$ cat src/rtl/gpio_int_ctrl_if.sv
// rtl/gpio_int_ctrl_if.sv - register port bundle between bus decoder and gpio_int_ctrl
interface gpio_int_ctrl_if #(
    parameter int NPORT = 16
);
    logic             wr_en;
    logic             rd_en;
    logic [2:0]       addr;
    logic [NPORT-1:0] wdata;
    logic [NPORT-1:0] rdata;
    logic             rvalid;

    modport master (
        output wr_en, rd_en, addr, wdata,
        input  rdata, rvalid
    );

    modport slave (
        input  wr_en, rd_en, addr, wdata,
        output rdata, rvalid
    );
endinterface

$ cat src/rtl/gpio_int_ctrl.sv
// rtl/gpio_int_ctrl.sv - GPIO input synchroniser, level/edge detector and interrupt controller
module gpio_int_ctrl #(
    parameter int NPORT = 16
) (
    input  logic             clk,
    input  logic             rst,
    input  logic [NPORT-1:0] portin,
    gpio_int_ctrl_if.slave   bus,
    output logic [NPORT-1:0] gpioint,
    output logic             combint
);
    localparam logic [2:0] ADDR_DATA_IN    = 3'd0;
    localparam logic [2:0] ADDR_INT_EN     = 3'd1;
    localparam logic [2:0] ADDR_INT_TYPE   = 3'd2;
    localparam logic [2:0] ADDR_INT_POL    = 3'd3;
    localparam logic [2:0] ADDR_INT_STATUS = 3'd4;

    logic [NPORT-1:0] s1_q, s1_d;
    logic [NPORT-1:0] s2_q, s2_d;
    logic [NPORT-1:0] s3_q, s3_d;
    logic [NPORT-1:0] int_en_q, int_en_d;
    logic [NPORT-1:0] int_type_q, int_type_d;
    logic [NPORT-1:0] int_pol_q, int_pol_d;
    logic [NPORT-1:0] status_q, status_d;
    logic [NPORT-1:0] rdata_q, rdata_d;
    logic             rvalid_q, rvalid_d;

    logic [NPORT-1:0] rise;
    logic [NPORT-1:0] fall;
    logic [NPORT-1:0] edge_hit;
    logic [NPORT-1:0] level_hit;
    logic [NPORT-1:0] w1c;

    always_comb begin
        s1_d       = portin;
        s2_d       = s1_q;
        s3_d       = s2_q;
        int_en_d   = int_en_q;
        int_type_d = int_type_q;
        int_pol_d  = int_pol_q;
        w1c        = '0;

        rise      = s2_q & ~s3_q;
        fall      = ~s2_q & s3_q;
        edge_hit  = (int_pol_q & rise) | (~int_pol_q & fall);
        level_hit = ~(s2_q ^ int_pol_q);

        if (bus.wr_en) begin
            case (bus.addr)
                ADDR_INT_EN:     int_en_d   = bus.wdata;
                ADDR_INT_TYPE:   int_type_d = bus.wdata;
                ADDR_INT_POL:    int_pol_d  = bus.wdata;
                ADDR_INT_STATUS: w1c        = bus.wdata;
                default:         w1c        = '0;
            endcase
        end

        // Edge bits are sticky with set winning over clear; level bits simply follow the pin.
        status_d = (int_type_q & ((status_q & ~w1c) | edge_hit))
                 | (~int_type_q & level_hit);

        // Reads see the register values from before this cycle's write or status update.
        rvalid_d = bus.rd_en;
        rdata_d  = rdata_q;
        if (bus.rd_en) begin
            case (bus.addr)
                ADDR_DATA_IN:    rdata_d = s2_q;
                ADDR_INT_EN:     rdata_d = int_en_q;
                ADDR_INT_TYPE:   rdata_d = int_type_q;
                ADDR_INT_POL:    rdata_d = int_pol_q;
                ADDR_INT_STATUS: rdata_d = status_q;
                default:         rdata_d = '0;
            endcase
        end
    end

    always_ff @(posedge clk) begin
        if (rst) begin
            s1_q       <= '0;
            s2_q       <= '0;
            s3_q       <= '0;
            int_en_q   <= '0;
            int_type_q <= '0;
            int_pol_q  <= '0;
            status_q   <= '0;
            rdata_q    <= '0;
            rvalid_q   <= 1'b0;
        end else begin
            s1_q       <= s1_d;
            s2_q       <= s2_d;
            s3_q       <= s3_d;
            int_en_q   <= int_en_d;
            int_type_q <= int_type_d;
            int_pol_q  <= int_pol_d;
            status_q   <= status_d;
            rdata_q    <= rdata_d;
            rvalid_q   <= rvalid_d;
        end
    end

    assign gpioint    = status_q & int_en_q;
    assign combint    = |gpioint;
    assign bus.rdata  = rdata_q;
    assign bus.rvalid = rvalid_q;
endmodule

$ cat src/flat_wrapper.sv
// flat-port wrapper written by rule: the top's interface ports become plain ports
module gpio_int_ctrl_flat 
#(
    parameter int NPORT = 16
)
  (clk, rst, portin, gpioint, combint, bus_wr_en, bus_rd_en, bus_addr, bus_wdata, bus_rdata, bus_rvalid);
  gpio_int_ctrl_if #(.NPORT(NPORT)) bus_i ();
  input  logic clk;
  input  logic rst;
  input  logic [NPORT-1:0] portin;
  output logic [NPORT-1:0] gpioint;
  output logic combint;
  input wire logic [$bits(bus_i.wr_en)-1:0] bus_wr_en;
  input wire logic [$bits(bus_i.rd_en)-1:0] bus_rd_en;
  input wire logic [$bits(bus_i.addr)-1:0] bus_addr;
  input wire logic [$bits(bus_i.wdata)-1:0] bus_wdata;
  output wire logic [$bits(bus_i.rdata)-1:0] bus_rdata;
  output wire logic [$bits(bus_i.rvalid)-1:0] bus_rvalid;
  assign bus_i.wr_en = bus_wr_en;
  assign bus_i.rd_en = bus_rd_en;
  assign bus_i.addr = bus_addr;
  assign bus_i.wdata = bus_wdata;
  assign bus_rdata = bus_i.rdata;
  assign bus_rvalid = bus_i.rvalid;
  gpio_int_ctrl #(.NPORT(NPORT)) u_core (.clk(clk), .rst(rst), .portin(portin), .bus(bus_i), .gpioint(gpioint), .combint(combint));
endmodule
$ cat config.mk
export PLATFORM = sky130hd
export DESIGN_NAME = gpio_int_ctrl_flat
export DESIGN_NICKNAME = d
export VERILOG_FILES = /design/src/rtl/gpio_int_ctrl_if.sv /design/src/rtl/gpio_int_ctrl.sv /design/src/flat_wrapper.sv
export SDC_FILE = /design/constraint.sdc
export NUM_CORES = 1
export LEC_CHECK = 0
export CAP_MARGIN = 20
export CORE_ASPECT_RATIO = 2
export CORE_MARGIN = 4
export CORE_UTILIZATION = 50
export CTS_BUF_LIST = sky130_fd_sc_hd__clkbuf_8
export CTS_CLUSTER_DIAMETER = 50
export CTS_CLUSTER_SIZE = 30
export DETAILED_ROUTE_END_ITERATION = 12
export PLACE_DENSITY = 0.72
export RECOVER_POWER = 50
export SLEW_MARGIN = 20
export SYNTH_ARGS = -nofsm -noshare
export SYNTH_HDL_FRONTEND = slang
export SYNTH_SLANG_ARGS = --single-unit
$ cat constraint.sdc
create_clock -name clk -period 2 [get_ports clk]
set_input_delay 0.4 -clock clk [delete_from_list [all_inputs] [get_ports clk]]
set_output_delay 0.4 -clock clk [all_outputs]
set_load 0.1 [all_outputs]
==> out/metrics.csv, run 1 <==
metric,value,unit
grt_pass1_vias,4742,
report.final.slew_viol_count,0,
timing.final.crit_share,124,%
worstSetupEndpointType,output pin,
p_leak,2.71,nW
synth.most_common_cell,dfxtp_1,
ant_nets,0,
drt-vias-per-instance,5.43,
clkTransAtPathRegs,0.07,ns
syn_inst,606,
switchingPower,1.44,mW
ys_types,30,
ctsHoldBuffers,0,
fin_worst_skew,0.00760,ns
cp_max_fo,2,
pwr-share-seq,49.5,%
dr.pass1.iters,8,
violations,setup timing,
synth_top_cell_area_share,48.7,%
swShare,26.0,%
outcome,"finished, violations left",
timing.critical_path.buf_inv,2,
clock_power_share,38.6,%
seq_area,2580,um2
grt_max_degree,41,
synth.cell_area,5310,um2
nNetsFinal,756,
crit_family,simple AND/OR/NAND/NOR gates,
fillCellCount,884,
synth_edf_count,0,
cp_slowest_cell,or4_4,
ir_worst_vdd,0.853,mV
layout-drive-gt1-share,18.6,%
cts_root_buf,clkbuf_8,
worst_setup_path_start_kind,flip-flop,
track_usage,23.5,%
place_worst_setup_slack,-0.0848,ns
r2r_setup_slack,0.91,ns
power.density,792,nW/um2
yosys_warnings,0,
pwr-share-comb,11.9,%
slew_headroom,45.4,%
synth_top_area_cell,dfxtp_1,
synth_area_leaders,"dfxtp_1, nand2_1, a21oi_1, nor2b_1, a31oi_1",
drc,0,
hold_viol_final,0,
multiInputGateArea,2580,um2
port_buffers,72,
fmax,404,MHz
yosys-top-cells-count,"dfxtp_1, nand2_1, a21oi_1, nor2b_1, a31oi_1",
cts_made_buffers,17,
cts_max_level,4,
vias,4708,
internal_power,4.07,mW
cts.sinks,129,
boundaryPins,73,
maxCapViolCount,0,
min_path_type,flip-flop to flip-flop,
setup_tns,-0.473,ns
die_h,154,um
hpwl,10300,um
start_util,50.7,%
max_stage_delay,0.54,ns
worstSkewPairLatency,0.43,ns
die-area,12400,um2
utilization,66.4,%
drt-total-wl,14300,um
gp_congestion,0.874,
power,5.51,mW
grt_overflow_total,0,
wl_per_cell,16.4,um
antenna_found_initial,0,
die_w,80.9,um
crit_type,flip-flop to output pin,
worstMarginPinSlew,0.818,ns
finalSetupViolCount,1,
setup_ws,-0.473,ns
fp-row-count,53,
crit_chain,and2_4 > or4_4 > nor4_4 > buf_4 > nand4_1 > buf_12,
rsz0062_at_grt,yes,
grt_pass1_wl,22500,um
post_cts_buffers,0,
yosysSeqAreaShare,48.7,%
ys_seq_elements,129,
area_delta_synth_final,31.1,%
clk_path_buf_depth,2,
n_antenna_cell,0,
synth_top_flop_cell,dfxtp_1,
syn_avg_cell_area,8.76,um2
synth_fp_nets,645,
tritoncts,yes,
fin_crit,2.47,ns
ys_async_sr_fraction,0,%
cp.required,1.60,ns
worst_ep_arrival_time,2.07,ns
dr.first_iter.drc_count,264,
core_area,10500,um2
==> layout by cell type, fill, tap and decap left out, types with 16 or more instances in the layout <==
cell,instances
a21o_1,16
a21oi_1,80
a31oi_1,32
buf_12,18
buf_4,50
clkbuf_2,22
clkbuf_8,18
clkdlybuf4s50_1,36
dfxtp_1,127
mux2i_1,17
nand2_1,115
nand2b_1,17
nor2_1,21
nor2b_1,49
xnor2_1,16
xor2_1,16
==> routing by layer <==
metal / part of all wire, % / vias to the layer above / GRT usage, % / wire (um)
met4: 3.4 / 0 / 12.8 / 487
met2: 56 / 151 / 43.0 / 7970
li1: - / 2284 / - / -
met3: 4.6 / 39 / 4.75 / 662
met1: 36 / 2234 / 24.0 / 5140
met5: 0 / - / 0 / 0
==> what timing repair did <==
action / 4_1_cts / 5_1_grt
endpoints found under the setup margin: 1 / 1
pin swaps: 1 / 0
gates resized for setup: 1 / 4
cloned: 0 / 0
==> cells by family (layout without fill, tap and decap cells) <==
logic type	count (synthesis)	in the layout	synth area share, %
xor gates and xnor gates	32	32	5.28
muxes	17	17	3.21
DFF	129	129	48.7
buffers and inverters	39	163	3.44
and+or+nand+nor	230	230	21.1
AOI/OAI and AO/OA	159	159	18.3
==> registers in the layout (all words and copies together), names as in the netlist <==
register	flops
u_core.bus.rdata	16
u_core.int_en_q	16
u_core.int_pol_q	16
u_core.int_type_q	16
u_core.s1_q	16
u_core.s2_q	16
u_core.s3_q	16
u_core.status_q	16
u_core.bus.rvalid	1
==> power by group through the flow <==
stage          logic, mW  clock network [mW]  registers, mW
2_1_floorplan      0.323                   0           2.83
3_3_place_gp       0.655                   0           2.78
3_5_place_dp       0.667                   0           2.78
4_1_cts            0.671                2.16           2.72
5_1_grt            0.698                2.29           2.74
6_report           0.656                2.13           2.73
==> final cells by class <==
class | count | share of cell area (%)
Tap cell | 137 | 2.46
Timing Repair Buffer | 130 | 17.6
Multi-Input combinational cell | 438 | 37.1
Inverter | 1 | 0.0539
Clock buffer | 18 | 3.56
Clock inverter | 14 | 2.05
Sequential cell | 129 | 37.2
==> worst paths after layout <==
path              cells past startpoint             endpoint                 from
hold reg to reg                       1       u_core.s2_q[3]       u_core.s1_q[3]
setup reg to reg                      3  u_core.bus.rdata[5]  u_core.int_pol_q[5]
hold / removal                        1       u_core.s2_q[3]       u_core.s1_q[3]
setup / recovery                      6              combint   u_core.int_en_q[3]
==> worst register-to-register path, stage by stage (launching register included) <==
cell,delay [ns]
dfxtp_1,0.42
mux2i_1,0.11
a211o_1,0.33
a31oi_1,0.17
==> metrics by stage <==
stage                     hold WS, ns  area [um2]  std cells
after global routing            0.457        6960        867
after CTS                       0.393        7040        867
after detailed placement        0.429        6650        835
final                           0.441        6960        867
after floorplan                 0.414        5320        606
after global placement          0.416        6650        835
(Power assumes the default switching activity.)
==> run 2: changes to the inputs <==
- CELL_PAD_IN_SITES_DETAIL_PLACEMENT: unset -> 0
- CELL_PAD_IN_SITES_GLOBAL_PLACEMENT: unset -> 1
- CORE_UTILIZATION: 50 -> 43
- PLACE_DENSITY: 0.72 -> 0.81
==> out/metrics.csv, run 2 (same netlist as run 1, synthesis figures left out) <==
metric,value,unit
area_delta_synth_final,31.0,%
ant_nets,0,
r2r_start,u_core.s2_q[14],
cts_root_buf,clkbuf_8,
vias,4725,
hp-start,u_core.s1_q[12],
dr.first_iter.drc_count,303,
grt_pass1_wl,23600,um
port_buffers,72,
power.density,790,nW/um2
clock_power_share,38.3,%
ir_worst_vdd,0.481,mV
violations,"capacitance limit, slew limit, setup timing",
setup_ws,-0.530,ns
start_util,43.8,%
fin_crit,2.53,ns
cp_max_fo,2,
clkTransAtPathRegs,0.07,ns
slew_headroom,-2.39,%
final_area,6950,um2
layout_common_cells,"dfxtp_1, nand2_1, a21oi_1",
tritoncts,yes,
worst_ep_arrival_time,2.13,ns
worst_setup_path_start_kind,flip-flop,
track_usage,21.5,%
pwr-share-comb,11.9,%
hold_viol_final,0,
cts_max_level,4,
post_dp_cell_area,6640,um2
grt_pass1_vias,4749,
antenna_found_initial,0,
rsz0062_at_grt,yes,
worstMarginPinSlew,1.54,ns
nNetsFinal,754,
dr.pass1.iters,5,
cts_made_buffers,17,
report.final.slew_viol_count,37,
swShare,26.8,%
switchingPower,1.47,mW
final_common_cell,dfxtp_1,
crit_type,flip-flop to output pin,
min_path_type,flip-flop to flip-flop,
cp.required,1.60,ns
grt_overflow_total,0,
boundaryPins,73,
ctsHoldBuffers,0,
n_antenna_cell,0,
wl_per_cell,17.1,um
drc,0,
timing.final.crit_share,126,%
worstSetupEndpointType,output pin,
outcome,"finished, violations left",
die_h,165,um
layout-drive-gt1-share,18.5,%
gp_congestion,0.899,
die_w,86.6,um
place_worst_setup_slack,-0.226,ns
cts.sinks,129,
drt-total-wl,15000,um
grt_max_degree,41,
startpoint,u_core.int_en_q[3],
maxCapViolCount,1,
hpwl,11200,um
fin_worst_skew,0.0130,ns
fp-row-count,57,
post_cts_buffers,0,
core_area,12100,um2
finalSetupViolCount,1,
fmax,395,MHz
worstSkewPairLatency,0.43,ns
clk_path_buf_depth,2,
drt-vias-per-instance,5.40,
internal_power,4.02,mW
pwr-share-seq,49.7,%
die-area,14300,um2
p_leak,2.70,nW
## run 2: metal layers
| layer | GRT usage [%] | part of all wire (%) | up-vias |
|---|---|---|---|
| li1 | - | - | 2274 |
| met1 | 21.5 | 35 | 2288 |
| met2 | 41.0 | 57 | 131 |
| met3 | 4.02 | 4.3 | 32 |
| met4 | 10.7 | 3.4 | 0 |
| met5 | 0 | 0 | - |
## run 2: worst max-delay path, stage by stage, from the launching register on
cell and delay (ns):
dfxtp_1 0.33, and2_4 0.16, or4_4 0.54, nor4_4 0.17, buf_4 0.16, nand4_1 0.14, buf_12 0.21
## run 2: final timing paths
check	to	cells after the start	slack [ns]
worst min register to register	u_core.s2_q[12]	1	0.44
worst max register to register	u_core.bus.rdata[14]	3	0.91
worst min-delay path	u_core.s2_q[12]	1	0.44
worst max-delay path	combint	6	-0.53
## run 2: power groups by stage
stage | Clock, mW | Combinational, mW | Sequential (mW)
2_1_floorplan | 0 | 0.323 | 2.83
3_3_place_gp | 0 | 0.659 | 2.79
3_5_place_dp | 0 | 0.667 | 2.79
4_1_cts | 2.16 | 0.672 | 2.73
5_1_grt | 2.28 | 0.702 | 2.74
6_report | 2.11 | 0.657 | 2.73
## run 2: layout make-up
cell class                      count  area, um2
Clock buffer                       20        275
Clock inverter                     12        106
Fill cell                        1150       5170
Inverter                            1       3.75
Multi-Input combinational cell    438       2570
Sequential cell                   129       2580
Tap cell                          147        184
Timing Repair Buffer              128       1230
## run 2: timing repair
item | 4_1_cts | 5_1_grt
setup endpoints to repair | 1 | 1
pin swaps | 0 | 1
gates resized for setup | 3 | 1
cloned | 0 | 0
## run 2: per-stage QoR
| step | utilization (%) | total power [mW] | cells | TNS, ns | hold slack [ns] |
|---|---|---|---|---|---|
| after global placement | 54.7 | 3.44 | 843 | -0.239 | 0.418 |
| after global routing | 57.3 | 5.72 | 875 | -4.84 | 0.462 |
| after detailed placement | 54.7 | 3.46 | 843 | -0.310 | 0.426 |
| after CTS | 58.0 | 5.56 | 875 | -0.546 | 0.375 |
| final | 57.3 | 5.50 | 875 | -0.530 | 0.441 |
| after floorplan | - | 3.15 | 606 | -0.601 | 0.414 |
==> run 3: changes to the inputs <==
- CORE_MARGIN: 4 -> 1
==> out/metrics.csv, run 3 (same netlist as run 1, synthesis figures left out) <==
metric,value,unit
outcome,"finished, violations left",
violations,setup timing,
worstSetupEndpointType,output pin,
grtUsageMet2,46.4,%
power.density,834,nW/um2
setup_ws,-0.539,ns
cts.sinks,129,
wl_per_cell,17.1,um
finalSetupViolCount,1,
n_antenna_cell,0,
min_path_type,flip-flop to flip-flop,
cts_max_level,4,
grt_busiest_layer,met2,
slew_headroom,16.7,%
setup_tns,-0.539,ns
power,5.90,mW
ir_worst_vdd,0.646,mV
tritoncts,yes,
drc,0,
grt_overflow_total,0,
drt-total-wl,15000,um
hold_viol_final,0,
gp_congestion,0.881,
post_cts_buffers,0,
layout-drive-gt1-share,18.9,%
layout_common_cells,"dfxtp_1, nand2_1, a21oi_1",
cp.required,1.60,ns
start_util,44.0,%
fin_crit,2.54,ns
clkTransAtPathRegs,0.07,ns
timing.final.crit_share,127,%
final_area,7080,um2
placedCellCount,845,
worstSkewPairLatency,0.45,ns
ant_nets,0,
grt_pass1_vias,4596,
fin_worst_skew,0.0121,ns
maxCapViolCount,0,
nNetsFinal,756,
track_usage,25.1,%
fillCellCount,1108,
port_buffers,72,
vias,4669,
area_delta_synth_final,33.4,%
die_h,159,um
worst_ep_arrival_time,2.14,ns
use_met3,5.10,%
hpwl,11100,um
worst_setup_path_start_kind,flip-flop,
final_common_cell,dfxtp_1,
antenna_found_initial,0,
place_worst_setup_slack,-0.208,ns
rsz0062_at_grt,yes,
fp-row-count,57,
report.final.slew_viol_count,0,
worstMarginPinSlew,1.25,ns
cts_made_buffers,17,
grt_max_degree,35,
fin_cells,877,
cp_max_fo,2,
core_area,12100,um2
p_leak,2.77,nW
dr.pass1.iters,5,
clk_path_buf_depth,2,
drt-vias-per-instance,5.32,
dr.first_iter.drc_count,200,
crit_type,flip-flop to output pin,
fmax,394,MHz
grt_pass1_wl,23600,um
boundaryPins,73,
post_dp_cell_area,6660,um2
die_w,80.6,um
use_met1,24.8,%
cts_root_buf,clkbuf_8,
die-area,12800,um2
-- run 3: cell types whose count changed in the layout (fill, tap and decap cells not counted), moves of 2 or more --
| cell | previous run | this run |
|---|---|---|
| buf_12 | 18 | 20 |
| buf_4 | 53 | 56 |
| bufinv_16 | 1 | 4 |
| clkdlybuf4s50_1 | 37 | 32 |
| clkinv_2 | 4 | 2 |
| dlygate4sd3_1 | 0 | 5 |
-- run 3: worst max-delay path: stages, from the launching register on --
cell and delay, ns:
dfxtp_1 0.32, and2_4 0.16, or4_4 0.55, nor4_4 0.17, buf_4 0.16, nand4_1 0.13
buf_12 0.20
-- run 3: final timing paths --
check | start | end | slack (ns) | depth (start not counted)
setup / recovery | u_core.status_q[3] | combint | -0.54 | 6
hold / removal | u_core.s1_q[1] | u_core.s2_q[1] | 0.44 | 1
setup reg to reg | u_core.int_pol_q[0] | u_core.bus.rdata[0] | 0.91 | 3
hold reg to reg | u_core.s1_q[1] | u_core.s2_q[1] | 0.44 | 1
-- run 3: metal layers --
metal	vias up	part of all wire, %
met5	-	0
met4	0	3.7
met3	35	3.2
met2	105	56
met1	2247	37
li1	2282	-
-- run 3: metrics by stage --
stage	hold slack (ns)	util, %
detailed placement	0.426	55.3
global placement	0.422	55.3
floorplan	0.414	-
finish	0.438	58.7
global route	0.452	58.7
CTS	0.314	59.2
-- run 3: cell type report --
type	count	area, um2	share of cell area [%]
Timing Repair Buffer	130	1270	18.0
Tap cell	147	184	2.60
Clock buffer	20	275	3.89
Clock inverter	12	179	2.53
Inverter	1	3.75	0.0530
Sequential cell	129	2580	36.5
Multi-Input combinational cell	438	2580	36.4
-- run 3: report_power, final --
| group | switching (mW) | total, mW | internal, mW |
|---|---|---|---|
| clock | 1.04 | 2.51 | 1.46 |
| sequential | 0.0726 | 2.73 | 2.66 |
| combinational | 0.376 | 0.662 | 0.286 |
-- run 3: timing repair --
item	in CTS	in global routing
resized for setup	3	0
endpoints found under the setup margin	1	1
gates cloned	0	0
hold buffers	0	0
